File: src/rtl/maxunpool_pkg.sv
// Shared definitions for the max-unpooling block: FSM state encoding and
// the 2-bit argmax position codes used by index-producing pooling stages.
//   unpool_state_t : UP_IDLE, UP_LOAD, UP_EMIT_TOP, UP_EMIT_BOT, UP_DONE
//   POOL_IDX_*     : argmax position inside a 2x2 window
//   pool_idx_hit   : does a stored argmax code land on (row half, column lsb)
package maxunpool_pkg;

   typedef enum logic [2:0] {
      UP_IDLE     = 3'd0,
      UP_LOAD     = 3'd1,
      UP_EMIT_TOP = 3'd2,
      UP_EMIT_BOT = 3'd3,
      UP_DONE     = 3'd4
   } unpool_state_t;

   localparam logic [1:0] POOL_IDX_TL = 2'd0;
   localparam logic [1:0] POOL_IDX_TR = 2'd1;
   localparam logic [1:0] POOL_IDX_BL = 2'd2;
   localparam logic [1:0] POOL_IDX_BR = 2'd3;

   // True when argmax code 'idx' addresses the window position at
   // (half: 0 top / 1 bottom, col_lsb: 0 left / 1 right).
   function automatic logic pool_idx_hit(input logic [1:0] idx,
                                         input logic       half,
                                         input logic       col_lsb);
      logic hit;
      case ({half, col_lsb})
         2'b00:   hit = (idx == POOL_IDX_TL);
         2'b01:   hit = (idx == POOL_IDX_TR);
         2'b10:   hit = (idx == POOL_IDX_BL);
         default: hit = (idx == POOL_IDX_BR);
      endcase
      return hit;
   endfunction

endpackage

File: src/rtl/maxunpool_row_buffer.sv
// One pooled row of {argmax idx, value} entries.
// Ports:
//   i_clk    : clock
//   i_we     : write enable
//   i_waddr  : write column
//   i_wdata  : {idx, value} entry to store
//   i_raddr  : read column (combinational read)
//   o_rdata  : entry at i_raddr
// Storage has no reset: every entry is rewritten before it is read.
module maxunpool_row_buffer #(
   parameter int unsigned ENTRY_W = 10,
   parameter int unsigned DEPTH   = 4,
   parameter int unsigned ADDR_W  = 2
) (
   input  logic               i_clk,
   input  logic               i_we,
   input  logic [ADDR_W-1:0]  i_waddr,
   input  logic [ENTRY_W-1:0] i_wdata,
   input  logic [ADDR_W-1:0]  i_raddr,
   output logic [ENTRY_W-1:0] o_rdata
);

   logic [ENTRY_W-1:0] r_mem [DEPTH];

   // Write port
   always_ff @(posedge i_clk) begin
      if (i_we) r_mem[i_waddr] <= i_wdata;
   end

   // Combinational read port
   assign o_rdata = r_mem[i_raddr];

endmodule

File: src/rtl/maxunpool.sv
// Streaming 2x2 max-unpooling: loads one pooled row of {value, argmax idx}
// tokens, then emits the two full-resolution rows it expands to, placing each
// value at its argmax position and zeros elsewhere.
// Ports:
//   i_clk, i_rst_n          : clock, asynchronous active-low reset
//   i_en                    : frame start (honoured in UP_IDLE / UP_DONE)
//   i_in_valid, o_in_ready  : pooled token handshake
//   i_in_data, i_in_idx     : pooled value and its argmax position
//   o_out_valid, i_out_ready: output pixel handshake
//   o_out_data, o_out_last  : output pixel, last pixel of frame
//   o_done_unpool           : frame complete, held until next en or reset
module maxunpool
   import maxunpool_pkg::*;
#(
   parameter int unsigned DATA_WIDTH = 8,
   parameter int unsigned IN_HEIGHT  = 4,
   parameter int unsigned IN_WIDTH   = 4
) (
   input  logic                  i_clk,
   input  logic                  i_rst_n,
   input  logic                  i_en,
   input  logic                  i_in_valid,
   output logic                  o_in_ready,
   input  logic [DATA_WIDTH-1:0] i_in_data,
   input  logic [1:0]            i_in_idx,
   output logic                  o_out_valid,
   input  logic                  i_out_ready,
   output logic [DATA_WIDTH-1:0] o_out_data,
   output logic                  o_out_last,
   output logic                  o_done_unpool
);

   localparam int unsigned ENTRY_W = DATA_WIDTH + 2;
   localparam int unsigned ADDR_W  = (IN_WIDTH > 1) ? $clog2(IN_WIDTH) : 1;
   localparam int unsigned COL_W   = $clog2(2 * IN_WIDTH);
   localparam int unsigned ROW_W   = (IN_HEIGHT > 1) ? $clog2(IN_HEIGHT) : 1;

   localparam logic [COL_W-1:0] LOAD_LAST = COL_W'(IN_WIDTH - 1);
   localparam logic [COL_W-1:0] EMIT_LAST = COL_W'(2 * IN_WIDTH - 1);
   localparam logic [ROW_W-1:0] ROW_LAST  = ROW_W'(IN_HEIGHT - 1);

   unpool_state_t         r_state;
   logic [COL_W-1:0]      r_col;
   logic [ROW_W-1:0]      r_row;
   logic                  r_in_ready;
   logic                  r_out_valid;
   logic [DATA_WIDTH-1:0] r_out_data;
   logic                  r_out_last;
   logic                  r_done;

   logic                  w_we;
   logic [ADDR_W-1:0]     w_waddr;
   logic [ENTRY_W-1:0]    w_wdata;
   logic [ADDR_W-1:0]     w_raddr;
   logic [ENTRY_W-1:0]    w_rdata;
   logic [ENTRY_W-1:0]    w_entry;
   logic                  w_la_half;
   logic [COL_W-1:0]      w_la_col;
   logic [DATA_WIDTH-1:0] w_la_pix;
   logic                  w_la_last;

   assign w_we    = (r_state == UP_LOAD) && i_in_valid;
   assign w_waddr = ADDR_W'(r_col);
   assign w_wdata = {i_in_idx, i_in_data};

   maxunpool_row_buffer #(
      .ENTRY_W (ENTRY_W),
      .DEPTH   (IN_WIDTH),
      .ADDR_W  (ADDR_W)
   ) u_row_buffer (
      .i_clk   (i_clk),
      .i_we    (w_we),
      .i_waddr (w_waddr),
      .i_wdata (w_wdata),
      .i_raddr (w_raddr),
      .o_rdata (w_rdata)
   );

   // Position of the pixel that becomes current after the next advance.
   // Outputs are registered, so each pixel is prepared one step ahead.
   always_comb begin
      w_la_half = 1'b0;
      w_la_col  = '0;
      case (r_state)
         UP_EMIT_TOP: begin
            if (r_col == EMIT_LAST) begin
               w_la_half = 1'b1;
               w_la_col  = '0;
            end else begin
               w_la_col = r_col + COL_W'(1);
            end
         end
         UP_EMIT_BOT: begin
            w_la_half = 1'b1;
            if (r_col != EMIT_LAST) w_la_col = r_col + COL_W'(1);
         end
         default: ;
      endcase
   end

   assign w_raddr = ADDR_W'(w_la_col >> 1);

   // Bypass covers a single-column row, where pixel 0 comes from the
   // token being written in the same cycle.
   assign w_entry = (w_we && (w_waddr == w_raddr)) ? w_wdata : w_rdata;

   assign w_la_pix  = pool_idx_hit(w_entry[ENTRY_W-1 -: 2], w_la_half, w_la_col[0])
                      ? w_entry[DATA_WIDTH-1:0] : '0;
   assign w_la_last = w_la_half && (w_la_col == EMIT_LAST) && (r_row == ROW_LAST);

   // Control FSM with counters and registered outputs
   always_ff @(posedge i_clk or negedge i_rst_n) begin
      if (!i_rst_n) begin
         r_state     <= UP_IDLE;
         r_col       <= '0;
         r_row       <= '0;
         r_in_ready  <= 1'b0;
         r_out_valid <= 1'b0;
         r_out_data  <= '0;
         r_out_last  <= 1'b0;
         r_done      <= 1'b0;
      end else begin
         case (r_state)
            UP_IDLE: begin
               if (i_en) begin
                  r_state    <= UP_LOAD;
                  r_col      <= '0;
                  r_row      <= '0;
                  r_in_ready <= 1'b1;
               end
            end
            UP_LOAD: begin
               if (i_in_valid) begin
                  if (r_col == LOAD_LAST) begin
                     r_state     <= UP_EMIT_TOP;
                     r_col       <= '0;
                     r_in_ready  <= 1'b0;
                     r_out_valid <= 1'b1;
                     r_out_data  <= w_la_pix;
                     r_out_last  <= 1'b0;
                  end else begin
                     r_col <= r_col + COL_W'(1);
                  end
               end
            end
            UP_EMIT_TOP: begin
               if (i_out_ready) begin
                  if (r_col == EMIT_LAST) begin
                     r_state <= UP_EMIT_BOT;
                     r_col   <= '0;
                  end else begin
                     r_col <= r_col + COL_W'(1);
                  end
                  r_out_data <= w_la_pix;
                  r_out_last <= w_la_last;
               end
            end
            UP_EMIT_BOT: begin
               if (i_out_ready) begin
                  if (r_col == EMIT_LAST) begin
                     r_col       <= '0;
                     r_out_valid <= 1'b0;
                     r_out_data  <= '0;
                     r_out_last  <= 1'b0;
                     if (r_row == ROW_LAST) begin
                        r_state <= UP_DONE;
                        r_row   <= '0;
                        r_done  <= 1'b1;
                     end else begin
                        r_state    <= UP_LOAD;
                        r_row      <= r_row + ROW_W'(1);
                        r_in_ready <= 1'b1;
                     end
                  end else begin
                     r_col      <= r_col + COL_W'(1);
                     r_out_data <= w_la_pix;
                     r_out_last <= w_la_last;
                  end
               end
            end
            UP_DONE: begin
               if (i_en) begin
                  r_state    <= UP_LOAD;
                  r_col      <= '0;
                  r_row      <= '0;
                  r_in_ready <= 1'b1;
                  r_done     <= 1'b0;
               end
            end
            default: begin
               r_state     <= UP_IDLE;
               r_col       <= '0;
               r_row       <= '0;
               r_in_ready  <= 1'b0;
               r_out_valid <= 1'b0;
               r_out_data  <= '0;
               r_out_last  <= 1'b0;
               r_done      <= 1'b0;
            end
         endcase
      end
   end

   assign o_in_ready    = r_in_ready;
   assign o_out_valid   = r_out_valid;
   assign o_out_data    = r_out_data;
   assign o_out_last    = r_out_last;
   assign o_done_unpool = r_done;

endmodule

File: config.mk
export PLATFORM = sky130hd
export DESIGN_NAME = maxunpool
export DESIGN_NICKNAME = d
export VERILOG_FILES = /design/src/rtl/maxunpool_pkg.sv /design/src/rtl/maxunpool_row_buffer.sv /design/src/rtl/maxunpool.sv
export SDC_FILE = /design/constraint.sdc
export NUM_CORES = 1
export LEC_CHECK = 0
export ABC_AREA = 1
export CELL_PAD_IN_SITES_DETAIL_PLACEMENT = 1
export CELL_PAD_IN_SITES_GLOBAL_PLACEMENT = 1
export CORE_MARGIN = 5
export CORE_UTILIZATION = 29
export DETAILED_ROUTE_END_ITERATION = 12
export DONT_BUFFER_PORTS = 1
export PLACE_DENSITY = 0.59
export SETUP_SLACK_MARGIN = 0.15
export SYNTH_ARGS = -nofsm -noshare
export SYNTH_HDL_FRONTEND = slang
export SYNTH_SLANG_ARGS = --single-unit
File: constraint.sdc
create_clock -name i_clk -period 4.55 [get_ports i_clk]
set_input_delay 0.6825 -clock i_clk [delete_from_list [all_inputs] [get_ports i_clk]]
set_output_delay 0.6825 -clock i_clk [all_outputs]
set_load 0.02 [all_outputs]
== Yosys cells after proc, flatten, opt, wreduce, memory -nomap -nowiden ==
Memory sizes are Yosys's and may differ from the RTL's.
Index checks and enable logic that the tools add are counted.
Operators by class
  add/sub/neg operators: 2
  equality and inequality tests: 26
  muxes and demuxes: 56
  bitwise operators: 5
  reduce and logical (&&, ||, !) cells: 19
Operator list (number)
  $mux W8: 6
  $mux W3: 14
  $pmux W8 S4: 1
  $mux W1: 20
  $ne A2 B2 Y1 const B: 8
  $reduce_and A5 Y1: 3
  $reduce_and A7 Y1: 2
  $pmux W3 S4: 1
  $mux W10: 1
  $eq A3 B2 Y1 const B: 3
  $eq A3 B3 Y1 const B: 3
  $pmux W1 S3: 3
  $pmux W3 S3: 1
  $eq A2 B2 Y1 const B: 4
  $mux W2: 4
  $pmux W1 S4: 2
  $ne A2 B1 Y1 const B: 3
  $pmux W2 S3: 1
  $pmux W3 S2: 1
  $reduce_or A2 Y1: 3
  $reduce_or A3 Y1: 2
  $not A1 Y1: 5
  $eq A2 B1 Y1 const B: 2
  $logic_and A1 B1 Y1: 4
  other kinds (10): 11
Word-level totals
  bits in registers: 20
  memory bits (writable): 40
  input port bits: 15
  output and inout bits: 12
  memories kept: 1
Memories
  u_row_buffer.r_mem: depth 4, bits a word 10, read ports 1, clocked after memory_dff 0, write ports 1, RTL line maxunpool_row_buffer.sv:23  | logic [ENTRY_W-1:0] r_mem [DEPTH];

== Depth between registers and ports, before layout ==
Gate-level depths: netlist of run 1.
  depth in word-level cells: 12
  mapped depth: 14

== Cells and area by module ==
Synthesis of run 1 repeated with hierarchy kept, for this count alone.
Unflattened totals
  cell total of the unflattened synthesis: 359
  area total of the unflattened synthesis: 3139.3 µm²
Modules (own cells, without submodules)
  maxunpool_row_buffer: instances 1, cells each 164, area each 1720.4 µm², seq. area each 1201.2 µm²
  maxunpool: instances 1, cells each 195, area each 1418.9 µm², seq. area each 500.5 µm²

== Worst setup path after synthesis of run 1 ==
No wires, ideal clock.
  path kind: register to register
  from: register r_col[1]
  to: register r_out_data[1] (netlist: o_out_data[1])
  setup time: 0.117 ns
  arrival: 1.884 ns
  slack: 2.549 ns
  cell stages (with the launch flop): 12
  path buffers: 1
  clock period less this slack: 2.001 ns
  cell sequence: dfrtp_1 ha_1 ha_1 inv_1 nand3_4 xor2_4 buf_2 nand3b_1 nand2_1 nor2_1 nand3_1 nand2_1
Between the ends
  word-level cells in the longest chain between the ends: 12
Ends and longest elaborated chain
  from (decl): RTL line maxunpool.sv:43  | logic [COL_W-1:0] r_col;
  from (signal assigned): RTL line maxunpool.sv:142  | r_col <= r_col + COL_W'(1);
  from (signal assigned): RTL line maxunpool.sv:152  | r_col <= r_col + COL_W'(1);
  from (signal assigned): RTL line maxunpool.sv:175  | r_col <= r_col + COL_W'(1);
  parallel branches: the longest is 12 deep, another holds $mem_v2 Z4 W10
  to (signal assigned): RTL line maxunpool.sv:139  | r_out_data <= w_la_pix;
  to (signal assigned): RTL line maxunpool.sv:154  | r_out_data <= w_la_pix;
  to (signal assigned): RTL line maxunpool.sv:176  | r_out_data <= w_la_pix;
  to (decl): RTL line maxunpool.sv:47  | logic [DATA_WIDTH-1:0] r_out_data;
Parallel ways; which one is timed is not known. The select of a mux whose other input is x is not followed.
A chain may end at the register's enable or synchronous reset.

== Final worst setup path of run 1 ==
  from: register r_col[1]
  to: register r_out_data[6] (netlist: o_out_data[6])
Same word-level chain as after synthesis.

==> metrics.md, run 1 <==
| Metric | Value |
|---|---|
| First-pass DRT Iterations | `4` |
| VDD IR-drop max | `0.231 mV` |
| Measured slew at the worst slew-check pin | `1080 ps` |
| First-pass GRT wire length | `12.4 mm` |
| Clock Skews | `8.87 ps` |
| Layout area overhead | `9.78%` |
| Setup WS pre-CTS | `1250 ps` |
| Setup violators final | `0` |
| Logic pwr share | `45.9%` |
| Net Switching | `1070 µW` |
| Critical path capture point type | `flip-flop` |
| # port buffers | `0` |
| Count leader, synth | `nand2_1` |
| Nets | `333` |
| RSZ-0062 raised after global routing | `false` |
| Setup TNS | `0 ps` |
| # Post-CTS Setup Buffers | `0` |
| Drt wl/cell | `16.7 µm` |
| Sw Ratio | `46.5%` |
| Vias in the first global route | `2278` |
| Largest net degree at the start of global routing | `25` |
| DR vias/cell | `4.68` |
| Most Frequent Cell on Critical Path | `nand2_1` |
| Grt ovf | `0` |
| Number of DRC markers in iteration 0 | `104` |
| Routed vias | `2109` |
| Residual DRC | `0` |
| Flop2flop setup slack | `1270 ps` |
| Highest routed layer | `met4` |
| Internal | `1230 µW` |
| Synth Area per Inst | `9.89 µm²` |
| CTS buffer count | `9` |
| DP HPWL | `5.40 mm` |
| Post-Synthesis Net Count | `332` |
| Initial core utilization | `29.6%` |
| ANT nets after route | `0` |
| Critical Path AT | `3510 ps` |
| Worst setup margin | `1270 ps` |
| Placement row count | `37` |
| Crit path max fanout | `24` |
| Endpoints failing hold | `0` |
| Reg2Reg Capture Point | `o_out_data[6]` |
| Worst r2r path cells | `13` |
| CP bufs+invs | `1` |
| Post-synth top cells | `nand2_1 (76), nand3_1 (45), edfxtp_1 (40)` |
| Slowest CP cell | `ha_1` |
| N_diodes | `0` |
| Relative slew slack | `27.5%` |
| Fillers | `1189` |
| Core ar. | `10300 µm²` |
| Die Span X | `113 µm` |
| Cell taking the most area after synthesis | `edfxtp_1` |
| Synth warn | `0` |
| Met3 wire len | `398 µm` |
| Final worst path period need | `3280 ps` |
| Antenna violations before repair | `0` |
| Critical path launch point type | `flip-flop` |
| Synth Flop Type | `edfxtp_1` |
| Reg2reg start | `r_col[1]` |
| Routed length on met2 | `3.48 mm` |
| Final Cycle Share | `72.1%` |
| Fmax | `305 MHz` |
| CTS clk-pin slew, worst paths | `80 ps` |
| Post-Syn Area | `3060 µm²` |
| Async SR Flop Fraction | `33.3%` |
| Clock Power Share | `21.5%` |
| Cell variety after synth | `32` |
| Layout cells sized above 1 | `14.3%` |
| Detailed-route wire length on metal 1 | `3.59 mm` |
| Clk sink count | `60` |
| Mapped Cells | `309` |
| Worst-path cell chain | `inv_1, ha_1, nand3_2, nand2_1, nand2_1, nor2_8, nand2_4, nand2_2, nand2_1, nand2_2, nand2_4, nand3_1, nand2_1` |
| P_leak | `0.00141 µW` |
| Gates resized, CTS repair | `0` |
| Htree depth | `3` |
| Seq/Total Area, Yosys | `55.7%` |
| Height of the chip | `113 µm` |
| Detailed Route WL | `7.54 mm` |
| #FFs+latches synth | `60` |
| Max-cap viol count | `0` |
| Max clock buf depth | `2` |
| Delay-heaviest family, CP | `simple AND/OR/NAND/NOR gates` |
| Post-synth EDFFs | `40` |
| Max-slew violation count | `0` |
| Ports | `27` |
| Hold crit path type | `input pin to async pin` |
| Clock Latency Late Sink | `340 ps` |
| CP max stage delay | `850 ps` |
| Top cell type's share of synthesized area | `39.3%` |
| Hold-fix buffer count after cts | `0` |
| DIE AREA | `12700 µm²` |
| Total GRT Usage | `12.6%` |
| CP required | `4780 ps` |
| Routability cong. | `0.786` |
| Seq pwr share | `32.6%` |
| Pwr/cell area | `688 nW/µm²` |
| Top post-synthesis cells by area | `edfxtp_1 (39%), dfrtp_1 (16%), nand2_1 (9.3%), nand3_1 (7.4%), ha_1 (3.3%)` |
| CTS root buf | `clkbuf_8` |
| CTS tree | `yes` |
| Critical Setup Path Class | `flip-flop to flip-flop` |
| Outcome | `finished clean` |
worst max path at each step:
| stage | slack, ps | to | cells past startpoint | start |
|---|---|---|---|---|
| floorplan | 2550 | o_out_data[1] | 11 | r_col[1] |
| global placement | 1340 | o_out_data[4] | 12 | r_col[1] |
| detailed placement | 1250 | o_out_data[1] | 13 | r_col[1] |
| CTS | 1240 | o_out_data[1] | 13 | r_col[1] |
| global route | 920 | o_out_data[4] | 13 | r_col[1] |
| finish | 1270 | o_out_data[6] | 13 | r_col[1] |
flip-flops by register name, indices dropped and copies added (netlist names):
name	cells
r_state	3
r_row	2
o_out_last	1
o_in_ready	1
o_out_data	8
o_out_valid	1
u_row_buffer.r_mem	40
r_col	3
o_done_unpool	1
stage by stage:
stage / area [µm²] / utilization [%] / power, µW / hold WS [ps] / instances
floorplan: 3060 / - / 1640 / 387 / 309
global placement: 3150 / 30.5 / 1820 / 387 / 434
detailed placement: 3150 / 30.5 / 1840 / 387 / 434
CTS: 3350 / 32.4 / 2330 / 9.51 / 450
global route: 3360 / 32.5 / 2510 / 1.97 / 451
finish: 3360 / 32.5 / 2310 / 29.8 / 451
placed cells by master, fill, tap and decap left out, drive strengths merged, types with 2 or more instances in the layout:
| cell type | count |
|---|---|
| nand4 | 4 |
| clkinv | 3 |
| nand3b | 5 |
| a22oi | 5 |
| nor3 | 2 |
| nor2 | 31 |
| nand3 | 49 |
| a21oi | 4 |
| clkbuf | 10 |
| o21ai | 13 |
| ha | 8 |
| inv | 29 |
| dfrtp | 20 |
| nand2 | 85 |
| edfxtp | 40 |
power groups by stage:
| stage | registers [µW] | logic (µW) | clock network, µW |
|---|---|---|---|
| 4_1_cts | 756 | 1070 | 507 |
| 3_5_place_dp | 767 | 1070 | 0 |
| 6_report | 753 | 1060 | 496 |
| 3_3_place_gp | 766 | 1050 | 0 |
| 5_1_grt | 764 | 1210 | 536 |
| 2_1_floorplan | 732 | 910 | 0 |
final cells by class:
class | instances | area [µm²] | share of cell area (%)
multi-input combinational | 210 | 1160 | 34.7
tap | 136 | 170 | 5.07
clock inverter | 6 | 72.6 | 2.16
inverter | 28 | 110 | 3.28
sequential | 60 | 1700 | 50.7
timing repair buffer | 1 | 10.0 | 0.298
clock buffer | 10 | 128 | 3.80
cells by family after synthesis:
| logic type | share of synthesized area [%] |
|---|---|
| simple gates | 28.8 |
| flops | 55.7 |
| buf+inv | 6.26 |
| compound gates | 4.79 |
| fa+ha+maj | 3.27 |
| xor+xnor | 0.901 |
| mux | 0.327 |
per-layer routing:
layer  vias to the layer above  track usage (%)
li1                       1042                -
met1                      1021             16.6
met2                        38             19.6
met3                         8             4.37
met4                         0             3.85
met5                         -                0
No activity file was read; power rests on OpenSTA's default activity.
==> run 2, diff against run 1 <==
--- a/config.mk
+++ b/config.mk
@@ -5,14 +5,14 @@
 export SDC_FILE = /design/constraint.sdc
 export NUM_CORES = 1
 export LEC_CHECK = 0
-export ABC_AREA = 1
+export ABC_AREA = 0
 export CELL_PAD_IN_SITES_DETAIL_PLACEMENT = 1
 export CELL_PAD_IN_SITES_GLOBAL_PLACEMENT = 1
 export CORE_MARGIN = 5
 export CORE_UTILIZATION = 29
 export DETAILED_ROUTE_END_ITERATION = 12
 export DONT_BUFFER_PORTS = 1
-export PLACE_DENSITY = 0.59
+export PLACE_DENSITY = 0.58
 export SETUP_SLACK_MARGIN = 0.15
 export SYNTH_ARGS = -nofsm -noshare
 export SYNTH_HDL_FRONTEND = slang
==> constraint.sdc (replaced) <==
create_clock -name i_clk -period 3.41 [get_ports i_clk]
set_input_delay 0.5115 -clock i_clk [delete_from_list [all_inputs] [get_ports i_clk]]
set_output_delay 0.5115 -clock i_clk [all_outputs]
set_load 0.02 [all_outputs]
==> run 2 against run 1 <==
  * Clock skew fell by 1.0 ps
  * Synthesized cell count is 20% lower
  * Register-to-register slack lost 680 ps
  * Fmax increased by 16%
  * Design area about the same
  * First-iteration DRC count up 1.9%
  * Die area down 0.74%
  * Global-route usage down 0.050 points
  * Critical endpoint is now o_out_data[0]
==> metrics.md, run 2 <==
| Metric | Value |
|---|---|
| First-pass DRT Iterations | `5 (was 4)` |
| Largest Register | `u_row_buffer.r_mem (unchanged)` |
| Measured slew at the worst slew-check pin | `973 ps (was 1080 ps)` |
| Post-synth top cells | `edfxtp_1 (40), dfrtp_1 (20), mux2i_1 (18) (was nand2_1 (76), nand3_1 (45), edfxtp_1 (40))` |
| Number of DRC markers in iteration 0 | `106 (was 104)` |
| Critical path capture point type | `flip-flop (unchanged)` |
| Flip-flop count of the largest register after layout | `40 (unchanged)` |
| # Post-CTS Setup Buffers | `0 (unchanged)` |
| Worst r2r path cells | `7 (was 13)` |
| Htree depth | `3 (unchanged)` |
| Gates resized, CTS repair | `0 (unchanged)` |
| Clk sink count | `60 (unchanged)` |
| Drt wl/cell | `19.3 µm (was 16.7 µm)` |
| CTS buffer count | `9 (unchanged)` |
| Vias in the first global route | `2225 (was 2278)` |
| Max-slew violation count | `0 (unchanged)` |
| DR vias/cell | `5.13 (was 4.68)` |
| Die Span X | `112 µm (was 113 µm)` |
| Post-synth EDFFs | `40 (unchanged)` |
| Nets | `274 (was 333)` |
| Critical Path AT | `3060 ps (was 3510 ps)` |
| ANT nets after route | `0 (unchanged)` |
| # port buffers | `0 (unchanged)` |
| First-pass GRT wire length | `12.3 mm (was 12.4 mm)` |
| N_diodes | `0 (unchanged)` |
| Detailed Route WL | `7.56 mm (was 7.54 mm)` |
| CTS root buf | `clkbuf_8 (unchanged)` |
| Routability cong. | `0.691 (was 0.786)` |
| DP HPWL | `5.21 mm (was 5.40 mm)` |
| Top post-synthesis cells by area | `edfxtp_1 (40%), dfrtp_1 (17%), mux2i_1 (5.9%), ha_1 (3.3%), o31ai_2 (3.3%) (was edfxtp_1 (39%), dfrtp_1 (16%), nand2_1 (9.3%), nand3_1 (7.4%), ha_1 (3.3%))` |
| Hold-fix buffer count after cts | `1 (was 0)` |
| Hold endpoint | `u_row_buffer.r_mem[3][7]` |
| VDD IR-drop max | `0.255 mV (was 0.231 mV)` |
| Max clock buf depth | `2 (unchanged)` |
| Synth warn | `0 (unchanged)` |
| Clock Latency Late Sink | `330 ps (was 340 ps)` |
| Critical Setup Path Class | `flip-flop to flip-flop (unchanged)` |
| Hold Crit Start | `i_in_data[7]` |
| Grt ovf | `0 (unchanged)` |
| Hold depth | `0` |
| #FFs+latches synth | `60 (unchanged)` |
| Hold WS | `262 ps (was 29.8 ps)` |
| Most common cell after layout, fill and taps aside | `edfxtp_1 (was nand2_1)` |
| Residual DRC | `0 (unchanged)` |
| Synth Flop Type | `edfxtp_1 (unchanged)` |
| Height of the chip | `112 µm (was 113 µm)` |
| Pwr/cell area | `941 nW/µm² (was 688 nW/µm²)` |
| Endpoints failing hold | `0 (unchanged)` |
| Placement row count | `37 (unchanged)` |
| Most frequent cells in the layout | `edfxtp_1 (40), dfrtp_1 (20), mux2i_1 (18) (was nand2_1 (76), nand3_1 (45), edfxtp_1 (40))` |
| Cell taking the most area after synthesis | `edfxtp_1 (unchanged)` |
| Fmax | `355 MHz (was 305 MHz)` |
| Total GRT Usage | `12.6% (about the same)` |
| Count leader, synth | `edfxtp_1 (was nand2_1)` |
| Top cell type's share of synthesized area | `39.6% (was 39.3%)` |
| Layout Cells excl Fill | `392 (was 451)` |
| Final worst path period need | `2820 ps (was 3280 ps)` |
| Outcome | `finished clean (unchanged)` |
| Final Power | `3160 µW (was 2310 µW)` |
| Cells after DPL | `375 (was 434)` |
| Post-Route Utilization | `32.6% (was 32.5%)` |
| Critical path launch point type | `flip-flop (unchanged)` |
| Layout area overhead | `10.6% (was 9.78%)` |
| Flop2flop setup slack | `590 ps (was 1270 ps)` |
| Setup TNS | `0 ps (unchanged)` |
| Crit path max fanout | `13 (was 24)` |
| Cell variety after synth | `47 (was 32)` |
| Max-cap viol count | `0 (unchanged)` |
| Setup violators final | `0 (unchanged)` |
| Hold crit path type | `input pin to flip-flop (was input pin to async pin)` |
| P_leak | `0.00127 µW (was 0.00141 µW)` |
| Largest net degree at the start of global routing | `30 (was 25)` |
| Synth Area per Inst | `12.2 µm² (was 9.89 µm²)` |
| Async SR Flop Fraction | `33.3% (unchanged)` |
| Layout cells sized above 1 | `13.3% (was 14.3%)` |
| Post-Syn Area | `3030 µm² (was 3060 µm²)` |
| Antenna violations before repair | `0 (unchanged)` |
| DIE AREA | `12600 µm² (was 12700 µm²)` |
| Routed vias | `2009 (was 2109)` |
| Final Cycle Share | `82.7% (was 72.1%)` |
| Reg2Reg Capture Point | `o_out_data[0] (was o_out_data[6])` |
| Clock Skews | `7.87 ps (was 8.87 ps)` |
| RSZ-0062 raised after global routing | `false (unchanged)` |
| CP required | `3650 ps (was 4780 ps)` |
| Mapped Cells | `248 (was 309)` |
| CTS tree | `yes (unchanged)` |
| Relative slew slack | `34.9% (was 27.5%)` |
| Seq/Total Area, Yosys | `56.1% (was 55.7%)` |
| CTS clk-pin slew, worst paths | `80 ps (about the same)` |
| Initial core utilization | `29.5% (was 29.6%)` |
| Ports | `27 (unchanged)` |
| Post-Synthesis Net Count | `271 (was 332)` |
| Core ar. | `10300 µm² (about the same)` |
| Reg2reg start | `r_col[0] (was r_col[1])` |
==> run 2: changes by cell type after synthesis, sizes merged, moves of 5 or more <==
cell	delta
nand2	-70
nand3	-46
inv	-21
mux2i	+17
nor2	-16
nand2b	+11
o22ai	+11
a221oi	+9
o31ai	+9
nor2b	+8
clkbuf	+6
a22oi	-5
==> run 2: through the flow <==
stage | setup slack [ps] | instance area, µm²
after detailed placement | 580 | 3160
after CTS | 564 | 3350
after global placement | 705 | 3160
after global routing | 359 | 3350
after floorplan | 1010 | 3030
final | 591 | 3350
==> run 2: critical path, stage by stage, from the launching register on <==
cell and delay, ps:
dfrtp_1 430, ha_1 270, ha_1 640, nor3b_4 110, a2bb2oi_1 230, a21oi_1 90
nand4bb_1 560, o31ai_2 390
==> run 2: metal layers <==
layer  up-vias  GRT usage, %  wire length, µm
met4         0          6.25              187
met3        15          3.45              388
li1        954             -                -
met2        41          19.5             3510
met5         -             0                0
met1       999          16.2             3480
==> run 2: worst max-delay path by stage <==
stage | startpoint | to | slack [ps] | cells after the start
after floorplan | r_col[0] | o_out_data[0] | 1010 | 8
after global placement | r_col[0] | o_out_data[7] | 700 | 7
after detailed placement | r_col[0] | o_out_data[3] | 580 | 7
after CTS | r_col[0] | o_out_data[0] | 560 | 7
after global routing | r_col[0] | o_out_data[3] | 360 | 7
final | r_col[0] | o_out_data[0] | 590 | 7
==> run 2: layout make-up <==
type / instances / area (µm²)
flip-flops and latches: 60 / 1700
multi-input cells: 164 / 1200
inverters: 7 / 26.3
clock inverters: 4 / 21.3
well taps: 136 / 170
fillers: 1134 / 6920
clock buffers: 12 / 166
repair buffers: 9 / 70.1
==> run 2: logic make-up after synthesis <==
family | share of synthesized area (%)
AO/OA/AOI/OAI | 15.8
buffers and inverters | 4.37
AND/OR/NAND/NOR | 14.1
XOR/XNOR | 0.289
adder cells (fa/ha/maj) | 3.30
flip-flops | 56.1
multiplexers | 5.94
==> run 2: power breakdown <==
| group | internal, µW | switching (µW) | total, µW |
|---|---|---|---|
| sequential | 928 | 238 | 1170 |
| clock | 325 | 288 | 613 |
| combinational | 545 | 831 | 1380 |
